--- config.mk ---
export PLATFORM = sky130hd
export DESIGN_NAME = regfile_rw_seq_flat
export DESIGN_NICKNAME = d
export VERILOG_FILES = /design/src/rtl/regfile_rw_seq_if.sv /design/src/rtl/regfile_rw_seq.sv /design/src/flat_wrapper.sv
export SDC_FILE = /design/constraint.sdc
export NUM_CORES = 1
export LEC_CHECK = 0
export CORE_MARGIN = 2
export CORE_UTILIZATION = 49
export CTS_CLUSTER_SIZE = 8
export DETAILED_ROUTE_END_ITERATION = 8
export PLACE_DENSITY = 0.81
export SYNTH_ARGS = -nofsm -noshare
export SYNTH_HDL_FRONTEND = slang
export SYNTH_SLANG_ARGS = --single-unit
--- constraint.sdc ---
create_clock -name clk -period 1.7 [get_ports clk]
set_input_delay 0.255 -clock clk [delete_from_list [all_inputs] [get_ports clk]]
set_output_delay 0.255 -clock clk [all_outputs]
set_load 0.1 [all_outputs]
--- src/rtl/regfile_rw_seq_if.sv ---
// Bus bundle between the controller/register file and the register-file sequencer.
// The controller and register file use master; the sequencer uses slave.
interface regfile_rw_seq_if #(
  parameter int DATA_W = 16,
  parameter int ADDR_W = 3
);
  logic              start;
  logic [ADDR_W-1:0] src;
  logic [ADDR_W-1:0] dst;
  logic [1:0]        op;
  logic              busy;
  logic              done;
  logic [ADDR_W-1:0] rf_readnum;
  logic [DATA_W-1:0] rf_rdata;
  logic [ADDR_W-1:0] rf_writenum;
  logic              rf_write;
  logic [DATA_W-1:0] rf_wdata;
  logic [DATA_W-1:0] result;

  modport master (
    output start, src, dst, op, rf_rdata,
    input  busy, done, rf_readnum, rf_writenum, rf_write, rf_wdata, result
  );

  modport slave (
    input  start, src, dst, op, rf_rdata,
    output busy, done, rf_readnum, rf_writenum, rf_write, rf_wdata, result
  );
endinterface

--- src/rtl/regfile_rw_seq.sv ---
// Register-file sequencer: read src, optionally shift, write dst; SWAP exchanges two registers.
// All register-file controls are decoded from the registered state and captured request fields.
module regfile_rw_seq #(
  parameter int DATA_W = 16,
  parameter int ADDR_W = 3
) (
  input  logic             clk,
  input  logic             reset,
  regfile_rw_seq_if.slave  bus
);

  localparam logic [1:0] OP_MOV  = 2'b00;
  localparam logic [1:0] OP_LSL1 = 2'b01;
  localparam logic [1:0] OP_LSR1 = 2'b10;
  localparam logic [1:0] OP_SWAP = 2'b11;

  typedef enum logic [2:0] {
    IDLE = 3'd0,
    RD_A = 3'd1,
    RD_B = 3'd2,
    WR_A = 3'd3,
    WR_B = 3'd4,
    DONE = 3'd5
  } state_e;

  state_e            state, state_n;
  logic [ADDR_W-1:0] src_q, dst_q;
  logic [1:0]        op_q;
  logic [DATA_W-1:0] tmp_a, tmp_b;
  logic [DATA_W-1:0] result_q;

  logic              busy_c, done_c, write_c;
  logic [ADDR_W-1:0] readnum_c, writenum_c;
  logic [DATA_W-1:0] wdata_c;

  function automatic logic [DATA_W-1:0] xform(input logic [1:0] o, input logic [DATA_W-1:0] x);
    logic [DATA_W-1:0] y;
    case (o)
      OP_LSL1: y = {x[DATA_W-2:0], 1'b0};
      OP_LSR1: y = {1'b0, x[DATA_W-1:1]};
      default: y = x;  // MOV and SWAP pass the value through
    endcase
    return y;
  endfunction

  always_ff @(posedge clk) begin
    if (reset) begin
      state    <= IDLE;
      src_q    <= '0;
      dst_q    <= '0;
      op_q     <= OP_MOV;
      tmp_a    <= '0;
      tmp_b    <= '0;
      result_q <= '0;
    end else begin
      state <= state_n;
      case (state)
        IDLE: if (bus.start) begin
          src_q <= bus.src;
          dst_q <= bus.dst;
          op_q  <= bus.op;
        end
        RD_A: tmp_a    <= bus.rf_rdata;
        RD_B: tmp_b    <= bus.rf_rdata;
        WR_A: result_q <= wdata_c;
        default: ;
      endcase
    end
  end

  always_comb begin
    state_n    = state;
    busy_c     = 1'b1;
    done_c     = 1'b0;
    write_c    = 1'b0;
    readnum_c  = '0;
    writenum_c = '0;
    wdata_c    = '0;
    case (state)
      IDLE: begin
        busy_c = 1'b0;
        if (bus.start) state_n = RD_A;
      end
      RD_A: begin
        readnum_c = src_q;
        state_n   = (op_q == OP_SWAP) ? RD_B : WR_A;
      end
      RD_B: begin
        // dst is read before either write so SWAP sees pre-operation values
        readnum_c = dst_q;
        state_n   = WR_A;
      end
      WR_A: begin
        write_c    = 1'b1;
        writenum_c = dst_q;
        wdata_c    = xform(op_q, tmp_a);
        state_n    = (op_q == OP_SWAP) ? WR_B : DONE;
      end
      WR_B: begin
        write_c    = 1'b1;
        writenum_c = src_q;
        wdata_c    = tmp_b;
        state_n    = DONE;
      end
      DONE: begin
        done_c  = 1'b1;
        state_n = IDLE;
      end
      default: state_n = IDLE;
    endcase
  end

  assign bus.busy        = busy_c;
  assign bus.done        = done_c;
  assign bus.rf_write    = write_c;
  assign bus.rf_readnum  = readnum_c;
  assign bus.rf_writenum = writenum_c;
  assign bus.rf_wdata    = wdata_c;
  assign bus.result      = result_q;

endmodule

--- src/flat_wrapper.sv ---
// flat-port wrapper written by rule: the top's interface ports become plain ports
module regfile_rw_seq_flat 
#(
  parameter int DATA_W = 16,
  parameter int ADDR_W = 3
)
  (clk, reset, bus_start, bus_src, bus_dst, bus_op, bus_rf_rdata, bus_busy, bus_done, bus_rf_readnum, bus_rf_writenum, bus_rf_write, bus_rf_wdata, bus_result);
  regfile_rw_seq_if #(.DATA_W(DATA_W), .ADDR_W(ADDR_W)) bus_i ();
  input  logic clk;
  input  logic reset;
  input wire logic [$bits(bus_i.start)-1:0] bus_start;
  input wire logic [$bits(bus_i.src)-1:0] bus_src;
  input wire logic [$bits(bus_i.dst)-1:0] bus_dst;
  input wire logic [$bits(bus_i.op)-1:0] bus_op;
  input wire logic [$bits(bus_i.rf_rdata)-1:0] bus_rf_rdata;
  output wire logic [$bits(bus_i.busy)-1:0] bus_busy;
  output wire logic [$bits(bus_i.done)-1:0] bus_done;
  output wire logic [$bits(bus_i.rf_readnum)-1:0] bus_rf_readnum;
  output wire logic [$bits(bus_i.rf_writenum)-1:0] bus_rf_writenum;
  output wire logic [$bits(bus_i.rf_write)-1:0] bus_rf_write;
  output wire logic [$bits(bus_i.rf_wdata)-1:0] bus_rf_wdata;
  output wire logic [$bits(bus_i.result)-1:0] bus_result;
  assign bus_i.start = bus_start;
  assign bus_i.src = bus_src;
  assign bus_i.dst = bus_dst;
  assign bus_i.op = bus_op;
  assign bus_i.rf_rdata = bus_rf_rdata;
  assign bus_busy = bus_i.busy;
  assign bus_done = bus_i.done;
  assign bus_rf_readnum = bus_i.rf_readnum;
  assign bus_rf_writenum = bus_i.rf_writenum;
  assign bus_rf_write = bus_i.rf_write;
  assign bus_rf_wdata = bus_i.rf_wdata;
  assign bus_result = bus_i.result;
  regfile_rw_seq #(.DATA_W(DATA_W), .ADDR_W(ADDR_W)) u_core (.clk(clk), .reset(reset), .bus(bus_i));
endmodule
==> flow_summary.json <==
{
  "status": "complete, but fails checks",
  "violations": "setup timing",
  "synth.area.top_cells": "dfxtp_1, nand2_1, a21oi_1",
  "cts_buffers": 9,
  "drive_gt1_share_pct": 41.09,
  "rrSetupSlack_ns": 0,
  "top_layer": "met4",
  "worstSkewPairLatency_ns": 0.36,
  "antenna_found_initial": 0,
  "grt-ovfl-total": 0,
  "drt_first_iter_violations": 307,
  "grt_pass1_vias": 3198,
  "critical_path.most_common_cell": "buf_6",
  "crit_end": "bus_rf_wdata[1]",
  "route.met2.wl_mm": 5.640,
  "cp-startpoint": "u_core.op_q[0]$_SDFFE_PP0P_",
  "grt_usage_pct": 33.54,
  "ys.flop_type": "dfxtp_1",
  "num_vias": 3129,
  "finalCritPeriodShare_pct": 119.7,
  "max_stage_delay_ns": 0.33,
  "die_h_um": 79.14,
  "min_path_type": "primary input to flop",
  "worst_slew_pin_slew_ns": 0.5028,
  "grt_max_degree": 60,
  "p_total_mw": 4.655,
  "netlist_instances": 347,
  "yosysWarnings": 0,
  "firstDrtPassIters": 5,
  "met1Wirelength_mm": 3.705,
  "synthArstFlopShare_pct": 0,
  "placement.io_buffers": 67,
  "cts_tree": "done",
  "synth_top_area_share_pct": 42.70,
  "synth_edf_count": 0,
  "syn_area_um2": 2766,
  "fin_ws_ns": -0.3356,
  "hold_viol_final": 0,
  "worstPathCellList": "buf_6 -> ha_4 -> buf_6 -> a221o_1 -> nand3_2 -> nand2_4 -> buf_12",
  "dieArea_um2": 6263,
  "die_x_um": 79.14,
  "crit_arrival_ns": 1.78,
  "fin_area_um2": 4818,
  "hpwl_mm": 5.350,
  "htree_levels": 3,
  "fin_nets": 485,
  "routedWlPerCell_um": 20.09,
  "cts_hold_buf": 0,
  "gp_congestion": 0.8043,
  "fmax_ghz": 0.4913,
  "synth_fp_nets": 377,
  "area_growth_syn_to_layout_pct": 74.17,
  "top_level_ports": 68,
  "ctsRootBufferMaster": "clkbuf_8",
  "wl_met3_um": 855,
  "clkTransAtPathRegs_ns": 0.07,
  "worst_setup_path_end_kind": "output pin",
  "rsz0062_at_grt": "true",
  "core_area_um2": 5473,
  "wirelength_mm": 10.69,
  "vias_per_cell": 5.882,
  "fin_crit_ns": 2.036,
  "finalSetupViolCount": 26,
  "drv_cap": 0,
  "p_leak_nw": 1.921,
  "clk_path_buf_depth": 2,
  "reg2reg_depth": 7,
  "num_rows": 27,
  "maxSlewHeadroom_pct": 66.34,
  "placed_area_um2": 4119,
  "crit_fanout": 6,
  "r2r_start": "u_core.state[1]$_SDFFE_PP0P_",
  "slew_viol_final": 0,
  "diodes": 0,
  "drc": 0,
  "cts_sinks": 59,
  "required_ns": 1.44,
  "power.density_nw_per_um2": 966.1,
  "start_util_pct": 50.55,
  "reg2reg_to": "u_core.tmp_b[3]$_SDFFE_PP0N_",
  "ys_ff_latch": 59,
  "netlist.top_cell.by_area": "dfxtp_1",
  "finClkSkew_ns": 0.01002,
  "crit_type": "flop to output pin",
  "drtAntennaViolNets": 0,
  "grt_pass1_wl_mm": 15.81,
  "synth_cell_types": 32,
  "syn_area_per_cell_um2": 7.972,
  "cp_slowest_cell": "dfxtp_2",
  "crit_path_start_kind": "flop",
  "ir_worst_vdd_mv": 0.6923,
  "yosysSeqAreaShare_pct": 42.70
}
-- registers in the layout, summed over array words and instances, names as in the netlist --
register	flops
u_core.src_q	3
u_core.bus.result	16
u_core.tmp_a	16
u_core.op_q	2
u_core.tmp_b	16
u_core.dst_q	3
u_core.state	3
-- synth_stat cells, drive strengths merged (2+ instances only) --
master,number
a21oi,57
or3b,2
clkbuf,14
nand3,14
nand2b,15
inv,4
ha,3
a22o,8
o21ai,3
dfxtp,59
buf,13
and3b,2
o21a,2
nor3b,3
nand2,126
a221o,14
-- layer usage --
metal,GRT usage (%),up-vias
li1,-,1393
met1,35.35,1474
met2,59.24,209
met3,9.886,53
met4,19.14,0
met5,0,-
-- power breakdown --
group	internal [mW]	switching (mW)	leakage [nW]
clock network	0.792	0.612	0.108
logic	0.678	0.956	1.33
registers	1.50	0.121	0.483
-- area by class of cell --
type                       instances  area, µm²
tap                               72      90.09
timing repair buffer             124       1598
sequential                        59       1197
fill                             224      654.4
inverter                           4      15.01
clock buffer                      12      165.2
multi-input combinational        257       1705
clock inverter                     4      47.55
-- layout by cell type (no fill, tap or decap), drive strengths merged --
master         synthesis  final
a21oi                 57     57
a221o                 14     14
a22o                   8      8
and3b                  2      2
buf                   13     99
bufinv                 0      1
clkbuf                14     12
clkdlybuf4s50          0     25
clkinv                 0      2
clkinvlp               0      1
dfxtp                 59     59
ha                     3      3
inv                    4      4
nand2                126    126
nand2b                15     15
nand3                 14     14
nand3b                 1      1
nor2b                  1      1
nor3                   1      1
nor3b                  3      3
nor4b                  1      1
o211a                  1      1
o21a                   2      2
o21ai                  3      3
or3                    1      1
or3b                   2      2
or4b                   1      1
xnor2                  1      1
-- critical path: cells and delay by family, from the launching register on --
family / cells / cell delay (ns)
compound gates: 1 / 0.33
fa+ha+maj: 1 / 0.17
buf+inv: 3 / 0.41
flops: 1 / 0.33
simple gates: 2 / 0.18
-- cells by family (layout without fill, tap and decap cells) --
group	Yosys count	count (layout)	share of synthesized area, %
flops	59	59	42.70
buf+inv	31	144	6.422
compound gates	85	85	20.85
simple gates	168	168	28.36
xor+xnor	1	1	0.3167
fa+ha+maj	3	3	1.357
-- stage by stage --
step | hold slack, ns | setup TNS, ns | instances | setup slack [ns] | utilization, %
floorplan | 0.3819 | -1.131 | 347 | -0.1883 | -
global placement | 0.4418 | -0.4541 | 488 | -0.08171 | 75.26
global route | 0.3901 | -6.934 | 532 | -0.3808 | 88.04
detailed placement | 0.4481 | -1.446 | 488 | -0.1465 | 75.26
CTS | 0.3818 | -5.391 | 520 | -0.3132 | 85.44
finish | 0.3758 | -5.765 | 532 | -0.3356 | 88.04
-- how the worst min path moves through the flow --
| stage | end | cells past startpoint | start |
|---|---|---|---|
| 2_1_floorplan | u_core.tmp_a[6]$_SDFFE_PP0N_ | 2 | bus_rf_rdata[6] |
| 3_3_place_gp | u_core.tmp_b[2]$_SDFFE_PP0N_ | 2 | u_core.tmp_b[2]$_SDFFE_PP0N_ |
| 3_5_place_dp | u_core.tmp_b[3]$_SDFFE_PP0N_ | 2 | u_core.tmp_b[3]$_SDFFE_PP0N_ |
| 4_1_cts | u_core.tmp_a[11]$_SDFFE_PP0N_ | 3 | reset |
| 5_1_grt | u_core.tmp_a[6]$_SDFFE_PP0N_ | 3 | reset |
| 6_report | u_core.state[2]$_SDFFE_PP0P_ | 3 | reset |
-- repair_timing --
action,in CTS,in global routing
gates cloned,2,0
endpoints found under the hold margin,0,0
endpoints found under the setup margin,24,27
pin swaps,25,23
resized for setup,55,17
setup buffers,14,13
Note: power is estimated with default switching activity, not from simulation.
